**src/rtl/filter_ctrl_sequencer_pkg.sv**
```systemverilog
`default_nettype none
// ============================================================================
//  Module      : filter_ctrl_sequencer_pkg
//  Description : Shared types and helpers for the trapezoidal-filter run-time
//                controller: FSM state encoding, coefficient-set struct,
//                power-up coefficient defaults, legality and warm-up helpers.
//  Revision    : 1.0 - initial release
// ============================================================================
package filter_ctrl_sequencer_pkg;

    localparam int COEF_K_W = 6;   // width of k and l
    localparam int COEF_M_W = 8;   // width of m1 and m2

    typedef enum logic [1:0] {
        ST_IDLE   = 2'd0,
        ST_FLUSH  = 2'd1,
        ST_SETTLE = 2'd2,
        ST_RUN    = 2'd3
    } state_t;

    typedef struct packed {
        logic [COEF_K_W-1:0] k;
        logic [COEF_K_W-1:0] l;
        logic [COEF_M_W-1:0] m1;
        logic [COEF_M_W-1:0] m2;
    } coef_t;

    localparam coef_t COEF_DEFAULT = '{k: 6'd8, l: 6'd4, m1: 8'd1, m2: 8'd16};

    // A set is usable only if k is non-zero and the longest tap (k+l+1)
    // still fits in the delay line. Four guard bits keep the sum exact.
    function automatic logic coef_legal(input coef_t c, input int unsigned depth);
        logic [COEF_K_W+3:0] span;
        span = {4'b0, c.k} + {4'b0, c.l} + (COEF_K_W+4)'(1);
        return (c.k != '0) && (32'(span) <= depth);
    endfunction

    // Warm-up window: delay lines must be refilled (k+l+1) plus the fixed
    // filter register latency before the output reflects only the new set.
    function automatic logic [COEF_K_W+3:0] settle_window(input coef_t c,
                                                          input int unsigned pipe_lat);
        return {4'b0, c.k} + {4'b0, c.l} + (COEF_K_W+4)'(1) + (COEF_K_W+4)'(pipe_lat);
    endfunction

endpackage : filter_ctrl_sequencer_pkg
`default_nettype wire

```
**src/rtl/filter_ctrl_sequencer.sv**
```systemverilog
`default_nettype none
// ============================================================================
//  Module      : filter_ctrl_sequencer
//  Description : Run-time controller for one trapezoidal shaping filter.
//                Accepts coefficient sets (valid/ready), range-checks them,
//                and applies a new set only through a flush (filter reset for
//                RST_CYC cycles, then a settle window of k+l+1+PIPE_LAT
//                cycles) before qualifying the filter output with out_valid.
//  Ports       : clk, reset (async, active-low)
//                run                  - 1 = operate, 0 = hold filter in reset
//                cfg_valid/cfg_ready  - coefficient-set handshake
//                cfg_k/l/m1/m2        - offered set
//                cfg_err              - 1-cycle pulse, offered set rejected
//                filt_rst_n           - active-low filter reset
//                filt_k/l/m1/m2       - active set driven to the filter
//                out_valid            - filter output meaningful
//                state_o              - IDLE=0 FLUSH=1 SETTLE=2 RUN=3
//                restart_cnt          - saturating flush counter
//  Revision    : 1.0 - initial release
// ============================================================================
module filter_ctrl_sequencer
    import filter_ctrl_sequencer_pkg::*;
#(
    parameter int K_W      = COEF_K_W,
    parameter int M_W      = COEF_M_W,
    parameter int DEPTH    = 40,
    parameter int RST_CYC  = 4,
    parameter int PIPE_LAT = 6,
    parameter int CNT_W    = 16
) (
    input  logic             clk,
    input  logic             reset,
    input  logic             run,
    input  logic             cfg_valid,
    output logic             cfg_ready,
    input  logic [K_W-1:0]   cfg_k,
    input  logic [K_W-1:0]   cfg_l,
    input  logic [M_W-1:0]   cfg_m1,
    input  logic [M_W-1:0]   cfg_m2,
    output logic             cfg_err,
    output logic             filt_rst_n,
    output logic [K_W-1:0]   filt_k,
    output logic [K_W-1:0]   filt_l,
    output logic [M_W-1:0]   filt_m1,
    output logic [M_W-1:0]   filt_m2,
    output logic             out_valid,
    output logic [1:0]       state_o,
    output logic [CNT_W-1:0] restart_cnt
);

    localparam int c_win_w = K_W + 4;
    // The shared down-counter must hold both the reset hold and the window.
    localparam int c_tmr_w = (c_win_w > $clog2(RST_CYC + 1)) ? c_win_w : $clog2(RST_CYC + 1);

    state_t               r_state;
    state_t               w_state_nxt;
    logic [c_tmr_w-1:0]   r_tmr;
    logic [c_tmr_w-1:0]   w_tmr_nxt;
    coef_t                r_shadow;
    coef_t                r_active;
    coef_t                w_cfg;
    coef_t                w_shadow_nxt;
    logic                 w_accept;
    logic                 w_legal;
    logic                 w_take;
    logic                 w_flush_entry;
    logic [c_win_w-1:0]   w_window;
    logic                 r_out_valid;
    logic                 r_cfg_err;
    logic [CNT_W-1:0]     r_restart;

    assign w_cfg        = '{k: cfg_k, l: cfg_l, m1: cfg_m1, m2: cfg_m2};
    // The shadow set must stay frozen while the filter is being flushed.
    assign cfg_ready    = (r_state != ST_FLUSH);
    assign w_accept     = cfg_valid & cfg_ready;
    assign w_legal      = coef_legal(w_cfg, DEPTH);
    assign w_take       = w_accept & w_legal;
    // A set taken on the same edge as a flush entry goes straight to filt_*.
    assign w_shadow_nxt = w_take ? w_cfg : r_shadow;
    assign w_window     = settle_window(r_active, PIPE_LAT);

    // ------------------------------------------------------------------
    // Next-state / counter logic
    // ------------------------------------------------------------------
    always_comb begin
        w_state_nxt   = r_state;
        w_tmr_nxt     = r_tmr;
        w_flush_entry = 1'b0;
        if (!run) begin
            // Dropping run wins over everything, including a new set.
            w_state_nxt = ST_IDLE;
        end else begin
            case (r_state)
                ST_IDLE: begin
                    w_flush_entry = 1'b1;
                end
                ST_FLUSH: begin
                    if (r_tmr == '0) begin
                        w_state_nxt = ST_SETTLE;
                        w_tmr_nxt   = c_tmr_w'(w_window - c_win_w'(1));
                    end else begin
                        w_tmr_nxt = r_tmr - c_tmr_w'(1);
                    end
                end
                ST_SETTLE: begin
                    if (w_take) begin
                        w_flush_entry = 1'b1;
                    end else if (r_tmr == '0) begin
                        w_state_nxt = ST_RUN;
                    end else begin
                        w_tmr_nxt = r_tmr - c_tmr_w'(1);
                    end
                end
                ST_RUN: begin
                    if (w_take) begin
                        w_flush_entry = 1'b1;
                    end
                end
                default: begin
                    w_state_nxt = ST_IDLE;
                end
            endcase
        end
        if (w_flush_entry) begin
            w_state_nxt = ST_FLUSH;
            w_tmr_nxt   = c_tmr_w'(RST_CYC - 1);
        end
    end

    always_ff @(posedge clk or negedge reset) begin
        if (!reset) begin
            r_state <= ST_IDLE;
            r_tmr   <= '0;
        end else begin
            r_state <= w_state_nxt;
            r_tmr   <= w_tmr_nxt;
        end
    end

    // ------------------------------------------------------------------
    // Coefficient registers and registered outputs
    // ------------------------------------------------------------------
    always_ff @(posedge clk or negedge reset) begin
        if (!reset) begin
            r_shadow    <= COEF_DEFAULT;
            r_active    <= COEF_DEFAULT;
            r_out_valid <= 1'b0;
            r_cfg_err   <= 1'b0;
            r_restart   <= '0;
        end else begin
            r_shadow    <= w_shadow_nxt;
            r_cfg_err   <= w_accept & ~w_legal;
            r_out_valid <= (w_state_nxt == ST_RUN);
            if (w_flush_entry) begin
                r_active <= w_shadow_nxt;
                if (r_restart != '1) begin
                    r_restart <= r_restart + CNT_W'(1);
                end
            end else if ((r_state == ST_IDLE) && w_take) begin
                // Filter is held in reset anyway, so load immediately.
                r_active <= w_cfg;
            end
        end
    end

    assign filt_rst_n  = (r_state == ST_SETTLE) || (r_state == ST_RUN);
    assign filt_k      = r_active.k;
    assign filt_l      = r_active.l;
    assign filt_m1     = r_active.m1;
    assign filt_m2     = r_active.m2;
    assign out_valid   = r_out_valid;
    assign cfg_err     = r_cfg_err;
    assign state_o     = r_state;
    assign restart_cnt = r_restart;

endmodule : filter_ctrl_sequencer
`default_nettype wire

```
**config.mk**
```make
export PLATFORM = sky130hd
export DESIGN_NAME = filter_ctrl_sequencer
export DESIGN_NICKNAME = d
export VERILOG_FILES = /design/src/rtl/filter_ctrl_sequencer_pkg.sv /design/src/rtl/filter_ctrl_sequencer.sv
export SDC_FILE = /design/constraint.sdc
export NUM_CORES = 1
export LEC_CHECK = 0
export ABC_AREA = 1
export CAP_MARGIN = 20
export CORE_AREA = 10 10 103 105
export DETAILED_ROUTE_END_ITERATION = 10
export DIE_AREA = 0 0 113 115
export PLACE_DENSITY = 0.84
export SYNTH_ARGS = -nofsm -noshare
export SYNTH_HDL_FRONTEND = slang
export SYNTH_SLANG_ARGS = --single-unit
```
**constraint.sdc**
```tcl
create_clock -name clk -period 4.8 [get_ports clk]
set_input_delay 0.72 -clock clk [delete_from_list [all_inputs] [get_ports clk]]
set_output_delay 0.72 -clock clk [all_outputs]
set_load 0.005 [all_outputs]
```
-- Yosys cells after proc, flatten, opt, wreduce, memory -nomap -nowiden
Index checks and enable logic that the tools add are counted.
- word-level logic and storage cells: 64
- input port bits: 32
- flip-flop bits (word level): 86
- order comparisons: 1
- mux-type cells: 18
- bitwise gates (word level): 4
- reductions and logical operators: 12
- eq/ne operators: 8
- add/subtract/negate cells: 8
- operators with widths (operator ; count):
    $mux 28 ; 3
    $mux 10 ; 5
    $pmux 10 s2 ; 1
    $add 16x1->16 const B ; 1
    $add 7x1->8 const B ; 2
    $ne 16x16->1 const B ; 1
    $add 6x6->7 ; 2
    $logic_not 10->1 ; 1
    $mux 2 ; 5
    $sub 10x1->10 const B ; 1
    $sub 9x1->10 const B ; 1
    $add 8x3->9 const B ; 1
    $le 8x6->1 const B ; 1
    $eq 2x2->1 const B ; 3
    $ne 3x3->1 const B ; 2
    $reduce_bool 6->1 ; 1
    $pmux 2 s2 ; 1
    $reduce_and 4->1 ; 1
    $reduce_bool 2->1 ; 2
    $and 1x1->1 ; 3
    $reduce_bool 3->1 ; 1
    $eq 2x1->1 const B ; 1
    $logic_and 1x1->1 ; 2
    $logic_not 2->1 ; 1
    other kinds (7) ; 8

-- Longest topological paths before layout
- depth after elaboration: 10
- depth in mapped cells: 20
- gate-level depth less buffers: 19

-- Least setup slack after synthesis
OpenSTA, ideal clock, no wires.
- kind: input to register
- start point: in cfg_k[1]
- end point: reg r_restart[10] (netlist: restart_cnt[10])
- setup time: 0.116 ns
- slack: 2.383 ns
- path buffers: 2
- arrival time: 2.300 ns
- cell stages on the path: 17
- cell sequence: ha_1 nand2_2 nand3_2 nand3_1 nand2_1 nand2_1 nand2_1 nor2_2 nand3_2 nand2_2 nand2_4 inv_2 nand2_1 buf_6 buf_6 nand2_1 nand2_1
- word-level cells in the longest chain between the ends: 9
- RTL lines (what ; RTL line ; source):
    start: declaration ; filter_ctrl_sequencer.sv:36 ; input logic [K_W-1:0] cfg_k,
    $add 6x6->7 ; filter_ctrl_sequencer_pkg.sv:34 ; span = {4'b0, c.k} + {4'b0, c.l} + (COEF_K_W+4)'(1);
    $add 7x1->8 ; filter_ctrl_sequencer_pkg.sv:34 ;
    $le 8x6->1 ; filter_ctrl_sequencer_pkg.sv:35 ; return (c.k != '0) && (32'(span) <= depth);
    $logic_and 1x1->1 (*) ; filter_ctrl_sequencer_pkg.sv:35 ;
    $and 1x1->1 (*) ; filter_ctrl_sequencer.sv:77 ; assign w_take = w_accept & w_legal;
    $mux 1 (*) ; filter_ctrl_sequencer.sv:106, filter_ctrl_sequencer.sv:115 ;
    $pmux 1 s2 (*) ; filter_ctrl_sequencer.sv:93 ; case (r_state)
    $mux 1 (*) ; filter_ctrl_sequencer.sv:89 ; if (!run) begin
    $reduce_and 2->1 (no source line) (*) ; n/a ;
    end signal: assignment ; filter_ctrl_sequencer.sv:157 ; r_restart <= r_restart + CNT_W'(1);
    end: declaration ; filter_ctrl_sequencer.sv:70 ; logic [CNT_W-1:0] r_restart;
Mark *: on every way between the ends. The rest lies on a longest branch, timed or not.
A chain may end at the register's enable or synchronous reset.

-- Worst setup path after layout
- start point: in cfg_l[1]
- end point: reg r_restart[4] (netlist: restart_cnt[4])
- word-level cells in the longest chain between the ends: 9
- RTL lines (what ; RTL line ; source):
    start: declaration ; filter_ctrl_sequencer.sv:37 ; input logic [K_W-1:0] cfg_l,
    $add 6x6->7 ; filter_ctrl_sequencer_pkg.sv:34 ;
    $add 7x1->8 ; filter_ctrl_sequencer_pkg.sv:34 ;
    $le 8x6->1 ; filter_ctrl_sequencer_pkg.sv:35 ;
    $logic_and 1x1->1 ; filter_ctrl_sequencer_pkg.sv:35 ;
    $and 1x1->1 ; filter_ctrl_sequencer.sv:77 ;
    $mux 1 ; filter_ctrl_sequencer.sv:106, filter_ctrl_sequencer.sv:115 ;
    $pmux 1 s2 ; filter_ctrl_sequencer.sv:93 ;
    $mux 1 ; filter_ctrl_sequencer.sv:89 ;
    $reduce_and 2->1 (no source line) ; n/a ;
No other way between the ends.

==> results.yml <==
sta:
  tightest_slew_ns: 0.655
  finalSetupViolCount: 0
  min_period_over_period_pct: 77.7
  finalClockSkew_ns: 0.0151
  hold_viol: 0
  max_freq_mhz: 268
  rsz0062_at_grt: "false"
  final.min_clock_period_ns: 3.73
  drv_slew: 0
  slew_headroom_pct: 56.4
  setup_tns_ns: 0
clock_network:
  clk_pin_slew_worst_paths_ns: 0.10
  ctsResizeCount: 0
  clockBufferDepth: 2
  cts_hold_buf: 0
  clock-sinks: 86
  root_buffer: "clkbuf_8"
  tritoncts: "done"
  h-tree-depth: 3
  cts_setup_buffers: 0
  clock_insertion_delay_worst_skew_ns: 0.36
  numCtsBuffers: 9
floorplan:
  chipHeight_um: 115
  start_util_pct: 56.6
  rows: 34
  ios: 82
  dieArea_sq_um: 13000
  core_sq_um: 8550
  die_x_um: 113
drt:
  first_pass_iters: 4
  wl_um: 11900
  vias_per_cell: 5.43
  drtAntennaViolNets: 0
  drtIter0Drc: 324
  vias: 4321
  drc: 0
  routedWlPerCell_um: 15.0
pwr:
  p_switching_mw: 1.32
  max-vdd-ir-drop_v: 0.000265
  internal_power_mw: 1.93
  p_seq_share_pct: 36.8
  leakage_nw: 2.92
  p_total_mw: 3.25
  switching_share_pct: 40.5
  combinationalPowerShare_pct: 47.1
  p_per_area_nw_per_um2: 551
  clkPwrFrac_pct: 16.1
critical_path:
  crit_required_ns: 5.10
  cp-start-kind: "primary input"
  worstSetupPathType: "in -> reg"
  cpPeakStageDelay_ns: 0.49
  cp-end-kind: "register"
  cp_top_family: "simple AND/OR/NAND/NOR gates"
  cp_data_arrival_time_ns: 4.03
  crit_slowest_cell: "clkdlybuf4s50_1"
  crit_fanout: 31
  crit_path_frequent_cell: "nand2_1"
  critPathBufInv: 3
  path_cells: "clkdlybuf4s50_1 > ha_1 > nand2_2 > nand2_1 > nand2_1 > a21oi_1 > nand3_1 > nand3_2 > nand3_2 > nand2_2 > nand2_4 > inv_2 > nand2_1 > inv_1 > nand2_1 > nand2_1"
global_routing:
  grt-busiest-layer: "met2"
  grt_max_degree: 87
  use_met3_pct: 4.69
  grt_pass1_wl_um: 20100
  grt_pass1_vias: 4277
  grtUsageMet1_pct: 21.3
  overflow: 0
  grtUsageTotal_pct: 18.4
  antenna_found_initial: 0
  met2_usage_pct: 32.4
layout:
  layout.nets: 740
  area_delta_synth_final_pct: 21.8
  drive_above_1_share_pct: 6.25
  fillers: 660
  diodes: 0
placement:
  dp_hpwl_um: 8580
  io_buffers: 81
  place_congestion: 0.876
yosys:
  syn_avg_cell_area_sq_um: 7.91
  synthDistinctLibCells: 33
  synth_area_leaders: "dfrtp_1 40%, nand2_1 13%, nand3_1 11%, ha_1 6.2%, inv_1 5.2%"
  synth.largest_area_cell: "dfrtp_1"
  synth_cells: 612
  syn_nets: 669
  seq_area_frac_synth_pct: 44.7
  yosysWarnings: 0
  ys.flop_type: "dfrtp_1"
  synth-async-reset-ratio_pct: 100
  ys_seq_elements: 86
  netlist_area_sq_um: 4840
  synth.top_cell.area_share_pct: 40.3
  synth-edff-count: 0
job:
  maxCapViolCount: 0
hold_path:
  worst_hold_path_type: "in -> async"
status:
  status: "finished, final reports clean"
registers in the layout, summed over array words and instances, names as in the netlist:
register     count
filt_m1          8
cfg_err          1
state_o          2
filt_m2          8
filt_l           6
r_shadow        28
r_tmr           10
filt_k           6
restart_cnt     16
out_valid        1
Yosys cell counts, types with 4 or more instances:
| library cell | n |
|---|---|
| xor2_1 | 7 |
| nor2_1 | 22 |
| dfstp_2 | 8 |
| nand2_1 | 167 |
| dfrtp_1 | 78 |
| xnor2_1 | 15 |
| ha_1 | 24 |
| nand4_1 | 16 |
| nand3_1 | 104 |
| inv_1 | 67 |
| a21oi_1 | 10 |
| clkbuf_1 | 7 |
| o21ai_0 | 41 |
| nand2_2 | 4 |
| buf_2 | 11 |
final cells by class:
| type | instances | area, sq um | area share, % |
|---|---|---|---|
| Tap cell | 108 | 135 | 2.29 |
| Inverter | 71 | 267 | 4.52 |
| Clock inverter | 7 | 73.8 | 1.25 |
| Timing Repair Buffer | 85 | 858 | 14.6 |
| Sequential cell | 86 | 2160 | 36.7 |
| Multi-Input combinational cell | 430 | 2280 | 38.6 |
| Clock buffer | 9 | 124 | 2.10 |
worst paths after layout:
| kind | from | cells after the start | slack, ns | endpoint |
|---|---|---|---|---|
| worst max register to register | state_o[1] | 13 | 1.79 | restart_cnt[4] |
| max in group asynchronous | reset | 2 | 3.92 | filt_m2[4] |
| min in group clk | r_shadow[2] | 2 | 0.50 | r_shadow[2] |
| worst max-delay path | cfg_l[1] | 16 | 1.07 | restart_cnt[4] |
| worst min register to register | r_shadow[2] | 2 | 0.50 | r_shadow[2] |
| worst min-delay path | reset | 1 | 0.21 | r_shadow[26] |
power groups by stage:
stage | clock network [mW] | logic, mW | registers [mW]
after floorplan | 0 | 0.986 | 1.17
after global placement | 0 | 1.45 | 1.20
after detailed placement | 0 | 1.52 | 1.21
after CTS | 0.524 | 1.53 | 1.19
after global routing | 0.554 | 1.73 | 1.23
final | 0.522 | 1.53 | 1.20
cell usage in the layout (no fill, tap or decap), types with 2 or more instances in the layout:
cell type | netlist | routed
a21oi_1 | 10 | 10
buf_4 | 2 | 4
clkbuf_8 | 0 | 9
clkdlybuf4s50_1 | 0 | 80
clkinv_2 | 0 | 2
clkinv_4 | 0 | 2
dfrtp_1 | 78 | 78
dfstp_2 | 8 | 8
ha_1 | 24 | 24
inv_1 | 67 | 67
inv_2 | 3 | 3
nand2_1 | 167 | 167
nand2_2 | 4 | 4
nand3_1 | 104 | 104
nand3_2 | 3 | 3
nand3b_1 | 3 | 3
nand4_1 | 16 | 16
nor2_1 | 22 | 22
nor3_1 | 3 | 3
nor4_1 | 2 | 2
o21ai_0 | 41 | 41
xnor2_1 | 15 | 15
xor2_1 | 7 | 7
per-stage QoR:
stage | cells | instance area, sq um | hold slack, ns | utilization, % | worst slack [ns]
floorplan | 612 | 4840 | 0.424 | - | 2.38
global placement | 779 | 5670 | 0.475 | 66.3 | 0.927
detailed placement | 779 | 5670 | 0.485 | 66.3 | 0.767
CTS | 795 | 5870 | 0.507 | 68.6 | 1.13
global route | 796 | 5900 | 0.218 | 68.9 | 0.711
finish | 796 | 5900 | 0.208 | 68.9 | 1.07
cell families (layout without fill, tap and decap cells):
| group | count (synthesis) | count (layout) | synth area share [%] |
|---|---|---|---|
| adder cells (fa/ha/maj) | 25 | 25 | 6.62 |
| buffers and inverters | 96 | 172 | 8.35 |
| AND/OR/NAND/NOR | 328 | 328 | 30.6 |
| AO/OA/AOI/OAI | 55 | 55 | 5.84 |
| XOR/XNOR | 22 | 22 | 3.98 |
| flip-flops | 86 | 86 | 44.7 |
metal layers:
layer  vias up  part of all wire, %  wire length [um]
met2       119                   52              6220
met1      2058                   40              4760
li1       2127                    -                 -
met4         0                  1.3               155
met3        17                  6.7               802
met5         -                    0                 0
Note: power is estimated with default switching activity, not from simulation.
==> RTL change, RTL diff (same flow settings) <==
Register the input `cfg_k` before use, cleared by the reset. The logic sees it one clock later. The other inputs are not delayed to match.
--- a/src/rtl/filter_ctrl_sequencer.sv
+++ b/src/rtl/filter_ctrl_sequencer.sv
@@ -52,6 +52,16 @@
     // The shared down-counter must hold both the reset hold and the window.
     localparam int c_tmr_w = (c_win_w > $clog2(RST_CYC + 1)) ? c_win_w : $clog2(RST_CYC + 1);
 
+    logic [K_W-1:0] cfg_k_q;
+
+    always_ff @(posedge clk or negedge reset) begin
+        if (!reset) begin
+            cfg_k_q <= '0;
+        end else begin
+            cfg_k_q <= cfg_k;
+        end
+    end
+
     state_t               r_state;
     state_t               w_state_nxt;
     logic [c_tmr_w-1:0]   r_tmr;
@@ -69,7 +79,7 @@
     logic                 r_cfg_err;
     logic [CNT_W-1:0]     r_restart;
 
-    assign w_cfg        = '{k: cfg_k, l: cfg_l, m1: cfg_m1, m2: cfg_m2};
+    assign w_cfg        = '{k: cfg_k_q, l: cfg_l, m1: cfg_m1, m2: cfg_m2};
     // The shadow set must stay frozen while the filter is being flushed.
     assign cfg_ready    = (r_state != ST_FLUSH);
     assign w_accept     = cfg_valid & cfg_ready;
Function: changed (Yosys sat finds a counterexample within 4 cycles, from zero or initial values and one cycle with reset low).
==> RTL change against the unedited design <==
- die area is the same
- clock power up 1%
- area after synthesis rose by 3.0%
- clock skew shrank 0.0029 ns
- synthesized cell count increased by 1.1%
- hold slack better by 0.17 ns
- power is 1.7% higher
- sequential power is 4% higher
- routed wire length up 2.3%
- sequential cell count grew 6
- cell area is 2.4% higher
- worst setup slack lost 0.017 ns
- critical path type unchanged
==> RTL change: results (changes against the unedited design) <==
metric	value	unit	change
status	complete, no violations		
f_max	267	MHz	-0.46%
highest-delay cell along the critical path	clkdlybuf4s50_1		
Mapped Avg Cell Area	8.06	sq um	+1.9%
GRT Total Usage	0.192		+0.00848
largest cells by area after synthesis	dfrtp_1 (42%), nand2_1 (13%), nand3_1 (11%)		
share of layout cells above drive strength 1	0.0646		+0.00206
Num CTS Buffers	9		unchanged
htree depth	3		unchanged
fillers	651		-1.4%
r2r worst-path depth	18		+5
largest net degree at the start of global routing	61		-30%
CP peak stage delay	0.47	ns	-0.02 ns
initial drt markers	253		-22%
FF-to-FF setup slack	1.45	ns	-0.34 ns
initial antenna violation count	0		unchanged
Post-Syn Nets	676		+1.0%
NetSw	1.32	mW	about the same
post-route ant nets	0		unchanged
hold_ws	0.381	ns	+0.173 ns
final hold violations	0		unchanged
Setup WS pre-CTS	0.688	ns	-0.0789 ns
Root Driver	clkbuf_8		
maximum VDD drop	0.258	mV	-2.6%
Synth top cells by count	nand2_1 (168), nand3_1 (105), dfrtp_1 (84), inv_1 (67), o21ai_0 (42)		
Post-DP Area	5840	sq um	+3.0%
DR pass1 iterations	4		unchanged
drt wl/cell	15.2	um	+1.1%
Yosys cell types	31		-6.1%
clock-pin slew of the registers on the worst-case setup and hold paths	0.09	ns	
Clock Latency Late Sink	0.36	ns	about the same
Hold Crit Class	input port to async pin		
Top reg by flops	r_shadow		
ys flop type	dfrtp_1		
WP data arrival	4.05	ns	+0.02 ns
HPWL after DPL	8.84	mm	+3.0%
placed cell count	789		+1.3%
RD Place Congestion	0.833		-4.9%
LEAKAGE	2.97	nW	+1.7%
Top delay family on crit path	simple AND/OR/NAND/NOR gates		
max reg flops	28		unchanged
slew margin rel.	0.576		+0.0128
Vias	4426		+2.4%
FF-to-FF Start	cfg_k_q[1]		
# diodes	0		unchanged
clk_skew	0.0122	ns	-0.00290 ns
Seq/Total Area, Yosys	0.464		+0.0170
final cell count without fillers	805		+1.1%
Async SR Flop Fraction	1.00		unchanged
Port Buffer Count	81		unchanged
Syn. warnings	0		unchanged
R2R Path End	r_tmr[4]		
CP max FO	60		+94%
first-pass GRT wire length	21.0	mm	+4.4%
nets	749		+1.2%
[RTL change: area by class of cell]
class,instances,area (sq um),area share
tap,108,135,0.0224
clock buffer,9,124,0.0205
clock inverter,7,75.1,0.0124
sequential,92,2310,0.383
inverter,71,267,0.0441
timing repair buffer,87,853,0.141
multi-input combinational,431,2270,0.376
[RTL change: worst max path at each step]
stage | start | end | cells past startpoint
floorplan | cfg_l[1] | restart_cnt[7] | 17
global placement | cfg_l[1] | r_tmr[0] | 19
detailed placement | cfg_l[1] | r_tmr[2] | 19
CTS | cfg_l[1] | r_tmr[2] | 19
global route | cfg_l[4] | r_tmr[1] | 18
finish | cfg_l[1] | r_tmr[4] | 19
[RTL change: power by group through the flow]
stage | sequential [mW] | combinational (mW) | clock (mW)
floorplan | 1.23 | 0.983 | 0
global placement | 1.25 | 1.47 | 0
detailed placement | 1.26 | 1.52 | 0
CTS | 1.25 | 1.53 | 0.537
global route | 1.29 | 1.74 | 0.567
finish | 1.25 | 1.52 | 0.529
[RTL change: logic make-up (layout without fill, tap and decap cells)]
| group | count (synthesis) | in the layout | share of synthesized area |
|---|---|---|---|
| simple gates | 329 | 329 | 0.296 |
| buf+inv | 96 | 174 | 0.0810 |
| flops | 92 | 92 | 0.464 |
| compound gates | 55 | 55 | 0.0567 |
| fa+ha+maj | 25 | 25 | 0.0642 |
| xor+xnor | 22 | 22 | 0.0386 |
[RTL change: per-layer routing]
metal  vias to the layer above  GRT usage  share of wire
met5                         -          0              0
li1                       2157          -              -
met2                       123      0.330           0.50
met1                      2118      0.232           0.42
met3                        28     0.0417          0.061
met4                         0     0.0736          0.023
